<file path="src/rtl/mu0_mem_arbiter.sv">
// rtl/mu0_mem_arbiter.sv - MU0 core / debug port arbiter for one single-ported synchronous memory
// Optional feature macro: MU0_ARB_FIXED_PRIO_EN (debug port wins every tie; no round-robin pointer)
module mu0_mem_arbiter #(
  parameter int ADDR_W      = 12,
  parameter int DATA_W      = 16,
  parameter int WAIT_STATES = 1
) (
  input  logic              Clk,
  input  logic              nReset,
  input  logic              core_req,
  input  logic              core_wr,
  input  logic [ADDR_W-1:0] core_addr,
  input  logic [DATA_W-1:0] core_wdata,
  output logic [DATA_W-1:0] core_rdata,
  output logic              core_ack,
  input  logic              dbg_req,
  input  logic              dbg_wr,
  input  logic [ADDR_W-1:0] dbg_addr,
  input  logic [DATA_W-1:0] dbg_wdata,
  output logic [DATA_W-1:0] dbg_rdata,
  output logic              dbg_ack,
  output logic              mem_cs,
  output logic              mem_we,
  output logic [ADDR_W-1:0] mem_addr,
  output logic [DATA_W-1:0] mem_wdata,
  input  logic [DATA_W-1:0] mem_rdata,
  output logic              busy
);

  typedef enum logic [1:0] {S_IDLE, S_ACCESS, S_DONE} state_t;

  localparam logic [2:0] WS_INIT = 3'(WAIT_STATES);

  state_t            state_q, state_d;
  logic [2:0]        cnt_q, cnt_d;
  logic              owner_dbg_q, owner_dbg_d;
  logic              mem_cs_q, mem_cs_d;
  logic              mem_we_q, mem_we_d;
  logic [ADDR_W-1:0] mem_addr_q, mem_addr_d;
  logic [DATA_W-1:0] mem_wdata_q, mem_wdata_d;
  logic [DATA_W-1:0] core_rdata_q, core_rdata_d;
  logic [DATA_W-1:0] dbg_rdata_q, dbg_rdata_d;
  logic              core_ack_q, core_ack_d;
  logic              dbg_ack_q, dbg_ack_d;
  logic              busy_q, busy_d;
  logic              grant_dbg;
`ifndef MU0_ARB_FIXED_PRIO_EN
  // Set when the debug port held the last grant; reset value lets the core win the first tie.
  logic              last_dbg_q, last_dbg_d;
`endif

  // Next-state logic: arbitrate in IDLE, count wait states in ACCESS, pulse ack in DONE.
  always_comb begin
    state_d      = state_q;
    cnt_d        = cnt_q;
    owner_dbg_d  = owner_dbg_q;
    mem_cs_d     = mem_cs_q;
    mem_we_d     = mem_we_q;
    mem_addr_d   = mem_addr_q;
    mem_wdata_d  = mem_wdata_q;
    core_rdata_d = core_rdata_q;
    dbg_rdata_d  = dbg_rdata_q;
    core_ack_d   = 1'b0;
    dbg_ack_d    = 1'b0;
    grant_dbg    = 1'b0;
`ifndef MU0_ARB_FIXED_PRIO_EN
    last_dbg_d   = last_dbg_q;
`endif
    case (state_q)
      S_IDLE: begin
        if (core_req || dbg_req) begin
`ifdef MU0_ARB_FIXED_PRIO_EN
          grant_dbg  = dbg_req;
`else
          grant_dbg  = dbg_req && (!core_req || !last_dbg_q);
          last_dbg_d = grant_dbg;
`endif
          owner_dbg_d = grant_dbg;
          mem_cs_d    = 1'b1;
          mem_we_d    = grant_dbg ? dbg_wr    : core_wr;
          mem_addr_d  = grant_dbg ? dbg_addr  : core_addr;
          mem_wdata_d = grant_dbg ? dbg_wdata : core_wdata;
          cnt_d       = WS_INIT;
          state_d     = S_ACCESS;
        end
      end
      S_ACCESS: begin
        if (cnt_q != 3'd0) begin
          cnt_d = cnt_q - 3'd1;
        end else begin
          // mem_we_q still holds the latched direction on this final edge.
          if (!mem_we_q) begin
            if (owner_dbg_q) dbg_rdata_d  = mem_rdata;
            else             core_rdata_d = mem_rdata;
          end
          core_ack_d = !owner_dbg_q;
          dbg_ack_d  = owner_dbg_q;
          mem_cs_d   = 1'b0;
          mem_we_d   = 1'b0;
          state_d    = S_DONE;
        end
      end
      default: begin
        state_d = S_IDLE;
      end
    endcase
    busy_d = (state_d != S_IDLE);
  end

  // State and registered outputs; asynchronous reset aborts any access without an ack.
  always_ff @(posedge Clk or negedge nReset) begin
    if (!nReset) begin
      state_q      <= S_IDLE;
      cnt_q        <= 3'd0;
      owner_dbg_q  <= 1'b0;
      mem_cs_q     <= 1'b0;
      mem_we_q     <= 1'b0;
      mem_addr_q   <= '0;
      mem_wdata_q  <= '0;
      core_rdata_q <= '0;
      dbg_rdata_q  <= '0;
      core_ack_q   <= 1'b0;
      dbg_ack_q    <= 1'b0;
      busy_q       <= 1'b0;
`ifndef MU0_ARB_FIXED_PRIO_EN
      last_dbg_q   <= 1'b1;
`endif
    end else begin
      state_q      <= state_d;
      cnt_q        <= cnt_d;
      owner_dbg_q  <= owner_dbg_d;
      mem_cs_q     <= mem_cs_d;
      mem_we_q     <= mem_we_d;
      mem_addr_q   <= mem_addr_d;
      mem_wdata_q  <= mem_wdata_d;
      core_rdata_q <= core_rdata_d;
      dbg_rdata_q  <= dbg_rdata_d;
      core_ack_q   <= core_ack_d;
      dbg_ack_q    <= dbg_ack_d;
      busy_q       <= busy_d;
`ifndef MU0_ARB_FIXED_PRIO_EN
      last_dbg_q   <= last_dbg_d;
`endif
    end
  end

  assign mem_cs     = mem_cs_q;
  assign mem_we     = mem_we_q;
  assign mem_addr   = mem_addr_q;
  assign mem_wdata  = mem_wdata_q;
  assign core_rdata = core_rdata_q;
  assign dbg_rdata  = dbg_rdata_q;
  assign core_ack   = core_ack_q;
  assign dbg_ack    = dbg_ack_q;
  assign busy       = busy_q;

endmodule

</file>
<file path="config.mk">
export PLATFORM = sky130hd
export DESIGN_NAME = mu0_mem_arbiter
export DESIGN_NICKNAME = d
export VERILOG_FILES = /design/src/rtl/mu0_mem_arbiter.sv
export SDC_FILE = /design/constraint.sdc
export NUM_CORES = 1
export LEC_CHECK = 0
export BUFFER_PORTS_ARGS = -buffer_cell sky130_fd_sc_hd__buf_2
export CORE_ASPECT_RATIO = 1.1
export CORE_MARGIN = 1
export CORE_UTILIZATION = 25
export CTS_BUF_LIST = sky130_fd_sc_hd__clkbuf_4 sky130_fd_sc_hd__clkbuf_8 sky130_fd_sc_hd__clkbuf_16
export DETAILED_ROUTE_END_ITERATION = 8
export PLACE_DENSITY_LB_ADDON = 0.3
export SLEW_MARGIN = 20
export SYNTH_ARGS = -nofsm -noshare
export SYNTH_HDL_FRONTEND = slang
export SYNTH_SLANG_ARGS = --single-unit
</file>
<file path="constraint.sdc">
create_clock -name Clk -period 2.5 [get_ports Clk]
set_input_delay 0.5 -clock Clk [delete_from_list [all_inputs] [get_ports Clk]]
set_output_delay 0.5 -clock Clk [all_outputs]
set_load 0.02 [all_outputs]
</file>
==> reports/results.ini <==
[synthesis]
syn_inst = 240
synthesis.area_sq_um = 3140
postSynth.asyncResetShare_pct = 100
ys_seq_area_share_pct = 57.4
synth_nets = 320
synth-edff-count = 0
yosys_warning_count = 0
synth_ff_type = sky130_fd_sc_hd__dfrtp_1
synth_cell_types = 27
synth-seq-cells = 72
avgSynthCellArea_sq_um = 13.1

[sta]
slew-limit-headroom_pct = 51.2
final.setup.tns_ns = 0
rsz0062_at_grt = false
report.final.setup_viol = 0
setup_clock_skew_after_layout_ns = 0.00802
post-route-period-util_pct = 73.8
finalWorstPathRequiredPeriod_ns = 1.85
fin_worst_hold_slack_ns = 0.113
finalMaxSlewViolations = 0
timing_worst_slew_pin_value_ns = 0.732
final-hold-violation-count = 0
max_freq_mhz = 542
finalWorstSetupSlack_ns = 0.654

[cells_and_area]
fin_nets = 460
fin_cells = 539
layout.filler_cells = 1210
layout.cells.most_common = sky130_fd_sc_hd__buf_2
summed_area_of_non_filler_cells_in_the_final_layout_sq_um = 4310
drive_gt1_share_pct = 53.2
area_delta_synth_final_pct = 37.3
most_frequent_cells_in_the_layout = 141 x sky130_fd_sc_hd__buf_2, 71 x sky130_fd_sc_hd__dfrtp_1, 31 x sky130_fd_sc_hd__mux2i_1, 29 x sky130_fd_sc_hd__a21oi_1, 29 x sky130_fd_sc_hd__a31oi_1
fin_util_pct = 35.5
diodes = 0

[worst_hold_path]
worstHoldPathType = in2async

[global_route]
global_route.overflow_total = 0
initial_antenna_violation_count = 0
track_usage_pct = 12.0
pin_count_of_the_biggest_net_entering_global_routing = 41
grt_first_pass_wirelength_um = 12000
vias_in_the_first_global_route = 2435

[cts]
cts_tree = built
number_of_buffers_created_by_cts = 9
clk_pin_slew_worst_paths_ns = 0.06
htree_levels = 3
post_cts.repair.setup_buffers = 0
cts_root_buffer = sky130_fd_sc_hd__clkbuf_16
cts_sinks = 72
clk-insertion-delay-late_ns = 0.33
cts.repair.resized = 0
cts_hold_buf = 0
ctsLongestPathBuffers = 2

[critical_path]
critical_path.n_buffers_inverters = 2
timing.critical_path.slowest_stage_cell = sky130_fd_sc_hd__mux2_4
endpoint_kind = register
path_cells = inv_1, ha_1, ha_1, nand3b_4, inv_2, nand3b_4, mux2_4
worst_path_dominant_cell_family = simple AND/OR/NAND/NOR gates
cp_max_fo = 16
slowest_delay_ns = 0.39
setup.worst_path.start_class = register
cp.arrival_ns = 2.05
crit_type = reg2reg
cp_data_required_time_ns = 2.70

[placed_design]
place.detailed.instances = 523
finalWeightedCongestion = 0.714
dpl_worst_slack_ns = 0.645
postPlaceCellArea_sq_um = 4040
dp_hpwl_um = 5400
port_buffers = 142

[routing]
detail_route.iter0.violations = 137
remaining_drc_errors = 0
postRouteAntennaNets = 0
drtPass1Iterations = 4
num_vias = 2457
drt-wirelength-per-cell_um = 13.7
viasPerCell = 4.56
routed_wl_um = 7370

[pwr]
p_per_area_nw_per_um2 = 1360
p_leak_nw = 2.19
peakVddDrop_v = 0.000507
design_power_total_mw = 5.86

[floorplanning]
dieWidth_um = 109
dieArea_sq_um = 13000
std_cell_rows = 42
die-height_um = 120
count_of_boundary_i_o_pins = 143
starting_density_of_the_core_pct = 25.9
core-area_sq_um = 12100

[outcome]
outcome = finished, final reports clean

[run]
timing.max_cap.violations = 0

-- kinds of logic after synthesis --
group / Yosys count / share of synthesized area [%]
mux: 63 / 22.5
simple gates: 14 / 3.51
compound gates: 64 / 11.9
fa+ha+maj: 2 / 0.796
flops: 72 / 57.4
buf+inv: 25 / 3.82
-- Yosys cell counts (4+ instances only) --
master / instances / area share [%]
sky130_fd_sc_hd__mux2_4: 10 / 4.8
sky130_fd_sc_hd__nand2_1: 4 / 0.48
sky130_fd_sc_hd__dfrtp_1: 71 / 57
sky130_fd_sc_hd__mux2i_1: 31 / 9.9
sky130_fd_sc_hd__a31oi_1: 29 / 5.8
sky130_fd_sc_hd__buf_2: 9 / 1.4
sky130_fd_sc_hd__mux2_2: 22 / 7.9
sky130_fd_sc_hd__clkbuf_1: 8 / 0.96
sky130_fd_sc_hd__inv_1: 5 / 0.60
sky130_fd_sc_hd__a21oi_1: 29 / 4.6
-- worst paths after layout --
| kind | end | slack [ns] | start | cells after the start |
|---|---|---|---|---|
| worst min-delay path | dbg_rdata[5] | 0.11 | nReset | 1 |
| worst max register to register | dbg_rdata[7] | 0.65 | cnt_q[0] | 7 |
| min in group Clk | last_dbg_q | 0.36 | core_req | 2 |
| max in group asynchronous | last_dbg_q | 1.74 | nReset | 2 |
| worst min register to register | cnt_q[1] | 0.49 | cnt_q[1] | 1 |
| worst max-delay path | dbg_rdata[7] | 0.65 | cnt_q[0] | 7 |
-- cell type report --
type | instances | area [sq um] | share of cell area, %
Clock inverter | 5 | 33.8 | 0.783
Clock buffer | 11 | 240 | 5.57
Sequential cell | 72 | 1800 | 41.8
Multi-Input combinational cell | 143 | 1230 | 28.4
Inverter | 6 | 22.5 | 0.522
Tap cell | 154 | 193 | 4.47
Timing Repair Buffer | 148 | 796 | 18.4
-- power by group --
group          internal [mW]  switching, mW
Combinational           1.07           1.52
Sequential              1.75          0.345
Clock                  0.691          0.483
-- state kept, by name, indices dropped and copies added (netlist names) --
name         flops
busy             1
cnt_q            3
core_ack         1
core_rdata      16
dbg_ack          1
dbg_rdata       16
last_dbg_q       1
mem_addr        12
mem_cs           1
mem_wdata       16
mem_we           1
owner_dbg_q      1
state_q          2
-- per-layer routing --
layer / global-route usage [%] / wire (um) / up-vias
li1: - / - / 1166
met1: 15.2 / 3340 / 1141
met2: 18.9 / 3260 / 137
met3: 2.72 / 613 / 13
met4: 6.33 / 163 / 0
met5: 0 / 0 / -
Power figures use the tool's default switching activity.
